## src/rtl/acc_exec_unit.sv

```systemverilog
// Accumulator execution unit with a three-state FSM.
// LOAD/ADD/SUB take one EXEC cycle; MUL uses WIDTH-cycle shift-add.
module acc_exec_unit #(
    parameter int unsigned WIDTH = 8
) (
    input  logic             clk,
    input  logic             rst,
    input  logic             start,
    input  logic [1:0]       opc,
    input  logic [WIDTH-1:0] operand,
    output logic             ready,
    output logic             done,
    output logic [WIDTH-1:0] acc,
    output logic [WIDTH-1:0] acc_hi,
    output logic             flag_c,
    output logic             flag_z,
    output logic             flag_n,
    output logic             flag_v
);

    localparam int unsigned CNT_W = (WIDTH > 1) ? $clog2(WIDTH) : 1;

    typedef enum logic [1:0] {OP_LOAD, OP_ADD, OP_SUB, OP_MUL} op_e;
    typedef enum logic [1:0] {S_IDLE, S_EXEC, S_DONE} state_e;

    state_e             state, state_nxt;
    op_e                op_q;
    logic [WIDTH-1:0]   b_q;
    logic [CNT_W-1:0]   cnt;
    logic [2*WIDTH-1:0] prod, prod_nxt;
    logic [WIDTH:0]     mul_upper;
    logic [WIDTH-1:0]   b_eff;
    logic [WIDTH:0]     sum;
    logic [WIDTH-1:0]   res_lo, res_hi;
    logic               res_c, res_v;
    logic               accept, exec_last;

    assign accept    = (state == S_IDLE) && start;
    assign exec_last = (op_q != OP_MUL) || (cnt == CNT_W'(WIDTH - 1));

    // State register
    always_ff @(posedge clk) begin
        if (rst) begin
            state <= S_IDLE;
        end else begin
            state <= state_nxt;
        end
    end

    // Next-state logic
    always_comb begin
        state_nxt = state;
        case (state)
            S_IDLE:  if (start) state_nxt = S_EXEC;
            S_EXEC:  if (exec_last) state_nxt = S_DONE;
            S_DONE:  state_nxt = S_IDLE;
            default: state_nxt = S_IDLE;
        endcase
    end

    // One shift-add step: multiplier sits in the low half, shifted out LSB first
    always_comb begin
        mul_upper = {1'b0, prod[2*WIDTH-1:WIDTH]}
                  + (prod[0] ? {1'b0, acc} : (WIDTH+1)'(0));
        prod_nxt  = {mul_upper, prod[WIDTH-1:1]};
    end

    // Result and flag selection for the operation being retired
    always_comb begin
        b_eff  = (op_q == OP_SUB) ? ~b_q : b_q;
        sum    = {1'b0, acc} + {1'b0, b_eff} + (WIDTH+1)'(op_q == OP_SUB);
        res_lo = sum[WIDTH-1:0];
        res_hi = '0;
        res_c  = sum[WIDTH];
        res_v  = (acc[WIDTH-1] == b_eff[WIDTH-1]) && (sum[WIDTH-1] != acc[WIDTH-1]);
        case (op_q)
            OP_LOAD: begin
                res_lo = b_q;
                res_c  = 1'b0;
                res_v  = 1'b0;
            end
            OP_MUL: begin
                res_lo = prod_nxt[WIDTH-1:0];
                res_hi = prod_nxt[2*WIDTH-1:WIDTH];
                res_c  = |prod_nxt[2*WIDTH-1:WIDTH];
                res_v  = 1'b0;
            end
            default: ;
        endcase
    end

    // Datapath and registered outputs; architectural state only changes on the retiring edge
    always_ff @(posedge clk) begin
        if (rst) begin
            ready  <= 1'b1;
            done   <= 1'b0;
            acc    <= '0;
            acc_hi <= '0;
            flag_c <= 1'b0;
            flag_z <= 1'b0;
            flag_n <= 1'b0;
            flag_v <= 1'b0;
            op_q   <= OP_LOAD;
            b_q    <= '0;
            cnt    <= '0;
            prod   <= '0;
        end else begin
            ready <= (state_nxt == S_IDLE);
            done  <= (state_nxt == S_DONE);
            if (accept) begin
                op_q <= op_e'(opc);
                b_q  <= operand;
                cnt  <= '0;
                prod <= {WIDTH'(0), operand};
            end
            if (state == S_EXEC) begin
                if (op_q == OP_MUL) begin
                    prod <= prod_nxt;
                    cnt  <= cnt + CNT_W'(1);
                end
                if (exec_last) begin
                    acc    <= res_lo;
                    acc_hi <= res_hi;
                    flag_c <= res_c;
                    flag_z <= (res_lo == '0);
                    flag_n <= res_lo[WIDTH-1];
                    flag_v <= res_v;
                end
            end
        end
    end

endmodule

```

## config.mk

```make
export PLATFORM = sky130hd
export DESIGN_NAME = acc_exec_unit
export DESIGN_NICKNAME = d
export VERILOG_FILES = /design/src/rtl/acc_exec_unit.sv
export SDC_FILE = /design/constraint.sdc
export NUM_CORES = 1
export LEC_CHECK = 0
export CORE_MARGIN = 2
export CORE_UTILIZATION = 63
export DETAILED_ROUTE_END_ITERATION = 10
export DONT_BUFFER_PORTS = 1
export PLACE_DENSITY = 0.79
export SYNTH_ARGS = -nofsm -noshare
export SYNTH_HDL_FRONTEND = slang
export SYNTH_SLANG_ARGS = --single-unit
```

## constraint.sdc

```tcl
create_clock -name clk -period 8 [get_ports clk]
set_clock_uncertainty 0.15 [all_clocks]
set_input_delay 1.2 -clock clk [delete_from_list [all_inputs] [get_ports clk]]
set_output_delay 1.2 -clock clk [all_outputs]
set_load 0.02 [all_outputs]
```

==> out/metrics.csv <==
stage;metric;value;unit
outcome;status;completed;
global_route;vias in the first global route;2201;
floorplan;Core Footprint;4380;um^2
power;Leak;1.24;nW
clocking;hold-fix buffers at CTS;0;
critical_path;Reg2Reg Depth;11;
power;Comb power frac;14.2;%
yosys;Syn Std Cell Area;2870;um^2
drt;final antenna-violating net count;0;
yosys;Post-Synth Adder-Cell Area;10.6;%
critical_path;CP Max Fanout;8;
floorplan;Die ar.;5110;um^2
floorplan;Site Rows;24;
yosys;main combinational cell family by area after synthesis;compound AO/OA/AOI/OAI gates;
yosys;area leader, netlist;dfxtp_1;
sta;Final Hold Viols;0;
place;PortBufs;0;
place;gpl congestion;0.904;
sta;worst slew pin tran;794;ps
global_route;Total GRT Usage;25.9;%
yosys;Yosys cell types;50;
clocking;CTS root buf;clkbuf_8;
floorplan;starting density of the core;65.4;%
sta;accumulated negative setup slack;0;ps
global_route;first-pass GRT wire length;10.6;mm
power;P_int;0.000368;W
critical_path;Reg-to-Reg Start;op_q[0];
clocking;CTS sink count;52;
job;max-cap violation count;0;
critical_path;Worst Setup SP;op_q[0];
clocking;postcts setup bufs;0;
critical_path;critical path type;reg2reg;
yosys;Post-synth EDFFs;0;
sta;post-route clock period utilization;39.7;%
yosys;Post-synth top flop;dfxtp_1;
critical_path;WP data required;8080;ps
place;DP Worst Slack;4860;ps
power;Sw Pwr;0.000150;W
drt;WL/cell;16.9;um
clocking;htree depth;2;
yosys;mux share of post-synthesis cell area;2.23;%
sta;final setup vio count;0;
sta;minimum clock period;3170;ps
drt;Via density;6.32;
yosys;Post-Syn Instances;334;
critical_path;crit path launch type;flip-flop;
sta;RSZ-0062 raised after global routing;no;
power;Pwr per Cell Area;176;nW/um^2
yosys;Seq/Total Area, Yosys;36.3;%
yosys;most frequent cell after synthesis;nand2_1;
yosys;syn avg cell area;8.59;um^2
sta;fmax;315;MHz
layout;Area Growth Syn to Fin;2.75;%
critical_path;reg2reg end;flag_z;
yosys;fraction of registers with async set/reset;0;%
clocking;clk buf depth;2;
drt;final wirelength;6.36;mm
yosys;Synth Warn #;0;
clocking;clock-pin slew on the worst setup and hold paths;100;ps
sta;max-slew violations;0;
yosys;Mapped Nets;370;
critical_path;crit path to;flag_z;
drt;Vias;2383;
yosys;#FFs+latches synth;52;
global_route;pin count of the biggest net entering global routing;51;
floorplan;Die Height;71.5;um
sta;final worst slack;4830;ps
layout;diode count;0;
yosys;top post-synthesis cells by count;nand2_1 (54), dfxtp_1 (52), nor2_1 (31);
drt;Initial DRC Count;112;
power;clock network power share;31.1;%
layout;layout cells sized above 1;6.15;%
clocking;CTS buffer count;5;
clocking;TritonCTS clock tree;done;
drt;1st-pass router iterations;4;
critical_path;Setup crit end kind;flip-flop;
min_path;HP Class;reg2reg;
place;Post-DP HPWL;4.66;mm
global_route;grt ovf;0;
power;Switching Share;29.0;%
clocking;Post-CTS Resized;0;
floorplan;Die Wd;71.5;um
drt;Residual DRC;0;
power;maximum vdd drop;0.000130;V
floorplan;# IOs;35;
yosys;Synth Area in Compound Gates;21.0;%
yosys;Synth Area in XOR/XNOR;5.50;%
power;sequential share of power;54.7;%
global_route;initial antenna violation count;0;
sta;slew margin rel.;47.1;%
layout;final net count;360;
critical_path;reg-to-reg slack, setup;4830;ps
clocking;worst skew pair latency;310;ps
yosys;Synth top area share;36.3;%
yosys;Synth Area in Simple Gates;20.5;%
yosys;synth top area cells;dfxtp_1 (36%), ha_1 (9.2%), nand2_1 (7.1%);
critical_path;critical path arrival;3260;ps
## worst min path at each step
stage,from,to,cells past startpoint
after global placement,op_q[0],op_q[0],2
final,b_q[7],b_q[7],2
after detailed placement,op_q[0],op_q[0],2
after CTS,op_q[0],op_q[0],2
after global routing,prod[7],prod[6],2
after floorplan,op_q[0],op_q[0],2
## cells in the final DEF, fill, tap and decap left out, types with 3 or more instances in the layout
cell type  count
dfxtp_1       52
clkbuf_8       6
and2_1        10
nand3_1        3
a21oi_1       24
a221oi_1       6
nand2_1       54
mux2i_1        5
nor2_1        31
a22oi_1       20
a31oi_1       10
ha_1          21
nor3_1         5
xnor2_1        8
inv_1          6
or4_1          3
a211oi_1       4
o21ai_0        6
a21o_1         4
xor2_1        10
nand4_1        3
## final cells by class
type / count / area (um^2)
clock buffers: 6 / 82.6
clock inverters: 2 / 13.8
fillers: 376 / 1440
inverters: 6 / 22.5
multi-input cells: 258 / 1710
flip-flops and latches: 52 / 1040
well taps: 52 / 65.1
repair buffers: 1 / 7.51
## sequential cells by signal, indices dropped and copies added, names as in the netlist
| signal | flops |
|---|---|
| cnt | 3 |
| state | 2 |
| flag_z | 1 |
| flag_c | 1 |
| op_q | 2 |
| b_q | 8 |
| flag_v | 1 |
| acc | 8 |
| acc_hi | 8 |
| ready | 1 |
| done | 1 |
| prod | 16 |
## stage by stage
stage	utilization, %	total power [W]	cells	cell area, um^2	hold WS (ps)
floorplan	-	0.000349	334	2870	304
global placement	65.0	0.000361	369	2850	311
detailed placement	65.0	0.000362	369	2850	323
CTS	67.2	0.000519	377	2950	337
global route	67.2	0.000539	377	2950	355
finish	67.2	0.000518	377	2950	339
## power groups by stage
stage,registers (W),logic (W),clock network [W]
6_report,0.000284,0.0000736,0.000161
3_5_place_dp,0.000290,0.0000725,0
3_3_place_gp,0.000289,0.0000718,0
5_1_grt,0.000285,0.0000824,0.000172
4_1_cts,0.000284,0.0000728,0.000162
2_1_floorplan,0.000285,0.0000634,0
## worst max-delay path, cell delays in order, from the launching register on
cell	delay (ps)
dfxtp_1	330
inv_1	80
ha_1	430
xor2_1	240
inv_1	90
fa_1	440
nor2b_1	190
o21ai_0	130
mux2i_1	160
a311oi_1	80
or4_1	550
o31ai_2	220
## routing by layer
layer,GRT usage [%],vias up,part of all wire [%]
li1,-,1174,-
met1,36.6,1115,47
met2,40.0,88,44
met3,6.19,6,8.6
met4,6.92,0,0.79
met5,0,-,0
## cell families (layout without fill, tap and decap cells)
logic type / Yosys count / after routing
AO/OA/AOI/OAI: 86 / 86
multiplexers: 6 / 6
flip-flops: 52 / 52
adder cells (fa/ha/maj): 23 / 23
XOR/XNOR: 18 / 18
AND/OR/NAND/NOR: 125 / 125
buffers and inverters: 24 / 15
No activity file was read; power rests on OpenSTA's default activity.
